[config.mk]
export PLATFORM = sky130hd
export DESIGN_NAME = uart_rx_flat
export DESIGN_NICKNAME = d
export VERILOG_FILES = /design/src/rtl/uart_rx_pkg.sv /design/src/rtl/uart_rx_if.sv /design/src/rtl/uart_rx_sync2.sv /design/src/rtl/uart_rx.sv /design/src/flat_wrapper.sv
export SDC_FILE = /design/constraint.sdc
export NUM_CORES = 1
export LEC_CHECK = 0
export BUFFER_PORTS_ARGS = -buffer_cell sky130_fd_sc_hd__buf_2
export CORE_ASPECT_RATIO = 0.9
export CORE_MARGIN = 5
export CORE_UTILIZATION = 50
export DETAILED_ROUTE_END_ITERATION = 16
export GPL_ROUTABILITY_DRIVEN = 0
export PLACE_DENSITY = 0.7
export SLEW_MARGIN = 20
export SYNTH_ARGS = -nofsm -noshare
export SYNTH_HDL_FRONTEND = slang
export SYNTH_SLANG_ARGS = --single-unit
[constraint.sdc]
create_clock -name clk_100MHz -period 2.1 [get_ports clk_100MHz]
set_clock_uncertainty 0.1 [all_clocks]
set_input_delay 0.21 -clock clk_100MHz [delete_from_list [all_inputs] [get_ports clk_100MHz]]
set_output_delay 0.21 -clock clk_100MHz [all_outputs]
set_load 0.05 [all_outputs]
[src/rtl/uart_rx_pkg.sv]
// Shared UART definitions: state encodings, default frame shape and oversample ratio.
// Reused by the baud generator and the transmitter.
package uart_rx_pkg;

  localparam int OVERSAMPLE      = 16;
  localparam int DBITS_DEFAULT   = 8;
  localparam int SB_TICK_DEFAULT = 16;

  typedef enum logic [2:0] {
    IDLE   = 3'd0,
    START  = 3'd1,
    DATA   = 3'd2,
    PARITY = 3'd3,
    STOP   = 3'd4
  } state_t;

endpackage

[src/rtl/uart_rx_if.sv]
// Receive-side result bus: the byte, its completion strobe and status flags.
// master drives it (the receiver), slave consumes it (bus-side logic).
interface uart_rx_if
  import uart_rx_pkg::*;
#(
  parameter int DBITS = DBITS_DEFAULT
);

  logic [DBITS-1:0] data_out;
  logic             rx_done;
  logic             frame_err;
  logic             parity_err;

  modport master (
    output data_out,
    output rx_done,
    output frame_err,
    output parity_err
  );

  modport slave (
    input data_out,
    input rx_done,
    input frame_err,
    input parity_err
  );

endinterface

[src/rtl/uart_rx_sync2.sv]
// Generic two-flop synchroniser for asynchronous inputs.
// RESET_VAL lets each input reset to its own inactive level.
module uart_rx_sync2 #(
  parameter logic RESET_VAL = 1'b0
) (
  input  logic clk,
  input  logic reset,
  input  logic d,
  output logic q
);

  logic meta;

  always_ff @(posedge clk) begin
    if (reset) begin
      meta <= RESET_VAL;
      q    <= RESET_VAL;
    end else begin
      meta <= d;
      q    <= meta;
    end
  end

endmodule

[src/rtl/uart_rx.sv]
// 16x-oversampling UART receiver (8N1 by default). Define UART_RX_PARITY_EN to
// insert an even-parity bit between the data bits and the stop bit.
module uart_rx
  import uart_rx_pkg::*;
#(
  parameter int DBITS   = DBITS_DEFAULT,
  parameter int SB_TICK = SB_TICK_DEFAULT
) (
  input  logic      clk_100MHz,
  input  logic      reset,
  input  logic      rx,
  input  logic      sample_tick,
  uart_rx_if.master bus
);

  localparam int SW = (SB_TICK > OVERSAMPLE) ? 5 : 4;

  state_t           state, state_next;
  logic [SW-1:0]    s, s_next;
  logic [2:0]       n, n_next;
  logic [DBITS-1:0] b, b_next;
  logic [DBITS-1:0] data_next;
  logic             done_next;
  logic             fe_next;
  logic             rx_s;
`ifdef UART_RX_PARITY_EN
  logic             pe_pend, pe_pend_next;
  logic             pe_next;
`endif

  // Line idles high, so the synchroniser resets to 1 to avoid a false start.
  uart_rx_sync2 #(.RESET_VAL(1'b1)) u_sync (
    .clk   (clk_100MHz),
    .reset (reset),
    .d     (rx),
    .q     (rx_s)
  );

  always_comb begin
    state_next = state;
    s_next     = s;
    n_next     = n;
    b_next     = b;
    data_next  = bus.data_out;
    done_next  = 1'b0;
    fe_next    = bus.frame_err;
`ifdef UART_RX_PARITY_EN
    pe_pend_next = pe_pend;
    pe_next      = bus.parity_err;
`endif
    case (state)
      IDLE: begin
        if (!rx_s) begin
          state_next = START;
          s_next     = '0;
        end
      end
      START: begin
        if (sample_tick) begin
          if (s == SW'(7)) begin
            // Still low at mid start bit: a real frame, otherwise a glitch.
            if (!rx_s) begin
              state_next = DATA;
              s_next     = '0;
              n_next     = '0;
            end else begin
              state_next = IDLE;
            end
          end else begin
            s_next = s + 1'b1;
          end
        end
      end
      DATA: begin
        if (sample_tick) begin
          if (s == SW'(15)) begin
            b_next = {rx_s, b[DBITS-1:1]};
            s_next = '0;
            if (n == 3'(DBITS-1)) begin
`ifdef UART_RX_PARITY_EN
              state_next = PARITY;
`else
              state_next = STOP;
`endif
            end else begin
              n_next = n + 1'b1;
            end
          end else begin
            s_next = s + 1'b1;
          end
        end
      end
`ifdef UART_RX_PARITY_EN
      PARITY: begin
        if (sample_tick) begin
          if (s == SW'(15)) begin
            pe_pend_next = rx_s ^ (^b);
            s_next       = '0;
            state_next   = STOP;
          end else begin
            s_next = s + 1'b1;
          end
        end
      end
`endif
      STOP: begin
        if (sample_tick) begin
          if (s == SW'(SB_TICK-1)) begin
            data_next  = b;
            fe_next    = ~rx_s;
            done_next  = 1'b1;
`ifdef UART_RX_PARITY_EN
            pe_next    = pe_pend;
`endif
            state_next = IDLE;
          end else begin
            s_next = s + 1'b1;
          end
        end
      end
      default: state_next = IDLE;
    endcase
  end

  always_ff @(posedge clk_100MHz) begin
    if (reset) begin
      state         <= IDLE;
      s             <= '0;
      n             <= '0;
      b             <= '0;
      bus.data_out  <= '0;
      bus.rx_done   <= 1'b0;
      bus.frame_err <= 1'b0;
`ifdef UART_RX_PARITY_EN
      pe_pend        <= 1'b0;
      bus.parity_err <= 1'b0;
`endif
    end else begin
      state         <= state_next;
      s             <= s_next;
      n             <= n_next;
      b             <= b_next;
      bus.data_out  <= data_next;
      bus.rx_done   <= done_next;
      bus.frame_err <= fe_next;
`ifdef UART_RX_PARITY_EN
      pe_pend        <= pe_pend_next;
      bus.parity_err <= pe_next;
`endif
    end
  end

`ifndef UART_RX_PARITY_EN
  assign bus.parity_err = 1'b0;
`endif

endmodule

[src/flat_wrapper.sv]
// flat-port wrapper written by rule: the top's interface ports become plain ports
module uart_rx_flat import uart_rx_pkg::*;
#(
  parameter int DBITS   = DBITS_DEFAULT,
  parameter int SB_TICK = SB_TICK_DEFAULT
)
  (clk_100MHz, reset, rx, sample_tick, bus_data_out, bus_rx_done, bus_frame_err, bus_parity_err);
  uart_rx_if #(.DBITS(DBITS)) bus_i ();
  input  logic clk_100MHz;
  input  logic reset;
  input  logic rx;
  input  logic sample_tick;
  output wire logic [$bits(bus_i.data_out)-1:0] bus_data_out;
  output wire logic [$bits(bus_i.rx_done)-1:0] bus_rx_done;
  output wire logic [$bits(bus_i.frame_err)-1:0] bus_frame_err;
  output wire logic [$bits(bus_i.parity_err)-1:0] bus_parity_err;
  assign bus_data_out = bus_i.data_out;
  assign bus_rx_done = bus_i.rx_done;
  assign bus_frame_err = bus_i.frame_err;
  assign bus_parity_err = bus_i.parity_err;
  uart_rx #(.DBITS(DBITS), .SB_TICK(SB_TICK)) u_core (.clk_100MHz(clk_100MHz), .reset(reset), .rx(rx), .sample_tick(sample_tick), .bus(bus_i));
endmodule
==> metrics.cfg <==
[worst_setup_path]
cpPeakStageDelay_ns=0.39
path_max_fanout=5
startpoint=u_core.s[0]
crit_path_top_delay_cell=dfxtp_1
crit_arrival_ns=2.07
worst_setup_path_start_kind=flip-flop
r2r-start=u_core.s[0]
path_cells=ha_1 -> and2_1 -> a211oi_2 -> nor4b_4 -> mux2i_1 -> nor2_1
path_class=reg2reg
rrSetupSlack_ns=0.12
cp.required_ns=2.19
end_kind=flip-flop

[floorplanning]
io_pins=15
start_util_pct=53.5
die_area_um2=4210
die_h_um=62.1
die-width_um=67.9
rows=18
coreArea_um2=2820

[min_path]
hold_start=reset
hold_path_class=in2reg

[finish]
diodes=0
nets=189
area_growth_pct=10.5
fill_cells=241
regArea_um2=603
multi_input_area_um2=813
drive_above_1_share_pct=20.3

[detailed_routing]
drtIter0Drc=105
vias_per_cell=5.32
drt-total-wl_um=2860
antenna_left=0
route.detailed.drc=0
drt-pass1-iter-count=5
vias=1181
wl_per_cell_um=12.9

[timing]
worst_slew_margin_rel_pct=63.1
finalCritPeriodShare_pct=94.1
hold_slack_ns=0.251
setup-tns-final_ns=0
setup_viol=0
rsz0062_at_grt=no
fmax_mhz=506
final-hold-violation-count=0
tightest_slew_ns=0.553
drv_slew=0
finalCriticalPeriod_ns=1.98

[place]
port_buffers=13
hpwl_um=2050

[synthesis]
synth_most_common_cell=dfxtp_1
synth_area_um2=1510
ys_async_sr_fraction_pct=0
synth_cells=170
ys.flop_type=dfxtp_1
synth_seq_area_share_pct=39.9
ys_ff_latch=30
ys_top_cells_by_count=dfxtp_1 (30), nand2_1 (21), nor2_1 (17), a21oi_1 (13), mux2i_1 (13)
yosysTopAreaCell=dfxtp_1
synth_nets=177
synthTopCellsByArea=dfxtp_1 (40%), mux2i_1 (8.6%), nand2_1 (5.2%)
synthDistinctLibCells=41
synth_top_cell_area_share_pct=39.9
syn_area_per_cell_um2=8.86
synth_edf_count=0
synth-warning-count=0

[job]
cap_violations=0

[cts]
cts_max_level=2
clkTransAtPathRegs_ns=0.09
cts_root_buf=clkbuf_4
cts_tree=yes
cts-buffers-inserted=5
tritoncts_num_sinks=30
clk_path_buf_depth=2
insertion_delay_ns=0.33

[grt]
track_usage_pct=15.5
grt_max_degree=32
grt_pass1_vias=1072
grt_pass1_wl_um=4790
grt_overflow=0
antenna_found_initial=0

[pwr]
peakVddDrop_mv=0.559
p_leak_uw=0.000642
powerDensity_nw_per_um2=683

[status]
status=finished clean

## per-stage QoR
stage | worst slack, ns | cell area (um2) | instances | total power [uW] | utilization, %
after floorplan | 0.380 | 1510 | 170 | 675 | -
after global placement | 0.209 | 1570 | 214 | 682 | 55.8
after CTS | 0.103 | 1660 | 222 | 1150 | 59.0
after global routing | 0.00346 | 1660 | 222 | 1190 | 59.1
final | 0.124 | 1660 | 222 | 1140 | 59.1
after detailed placement | 0.109 | 1570 | 214 | 683 | 55.8
## where the power goes
group / leakage (uW) / switching [uW] / total, uW / internal, uW
clock network: 0.0000443 / 186 / 463 / 277
registers: 0.000243 / 13.1 / 587 / 574
logic: 0.000355 / 47.8 / 86.1 / 38.3
## layout by cell type (no fill, tap or decap), types with 5 or more instances in the layout
cell / n
mux2i_1: 13
clkbuf_4: 5
nor2_1: 17
a21oi_1: 13
buf_2: 13
nand2_1: 21
dfxtp_1: 28
nand3_1: 6
## critical path: cells and delay by family, from the launching register on
family / cells / cell delay (ns)
compound gates: 1 / 0.15
mux: 1 / 0.24
flops: 1 / 0.39
simple gates: 3 / 0.71
fa+ha+maj: 1 / 0.24
## state kept, by name, summed over array words and instances, names as in the netlist, 3 cells and up
name / count
u_core.b: 8
u_core.s: 4
u_core.bus.data_out: 8
u_core.n: 3
u_core.state: 3
## logic make-up after synthesis
family / Yosys count / synth area share [%]
other: 1 / 0.249
muxes: 13 / 8.64
adders and majority gates: 3 / 2.49
AOI/OAI and AO/OA: 29 / 12.5
DFF: 30 / 39.9
and+or+nand+nor: 76 / 28.5
xor gates and xnor gates: 2 / 1.66
buffers and inverters: 16 / 6.15
## per-layer routing
metal  global-route usage, %  vias up  part of all wire [%]
li1                        -      608                     -
met4                    5.10        0                   1.6
met2                    26.2       28                    49
met1                    18.8      540                    45
met3                    5.04        5                   4.5
met5                       0        -                     0
## layout make-up
| cell class | count | area share (%) |
|---|---|---|
| Timing Repair Buffer | 18 | 6.32 |
| Sequential cell | 30 | 36.2 |
| Tap cell | 40 | 3.01 |
| Inverter | 3 | 0.677 |
| Clock inverter | 1 | 1.80 |
| Clock buffer | 6 | 3.08 |
| Multi-Input combinational cell | 124 | 48.9 |
## worst paths after layout
path | to | cells past startpoint
worst max-delay path | u_core.n[2] | 6
worst min-delay path | u_core.b[5] | 2
worst max register to register | u_core.n[2] | 6
worst min register to register | u_core.u_sync.q | 1
## repair_timing
item                                    in CTS  in global routing
buffers inserted                             0                  0
hold buffers                                 1                  0
gates resized for setup                      0                  2
endpoints found under the hold margin        1                  0
endpoints found under the setup margin       0                  5
(Power assumes the default switching activity.)
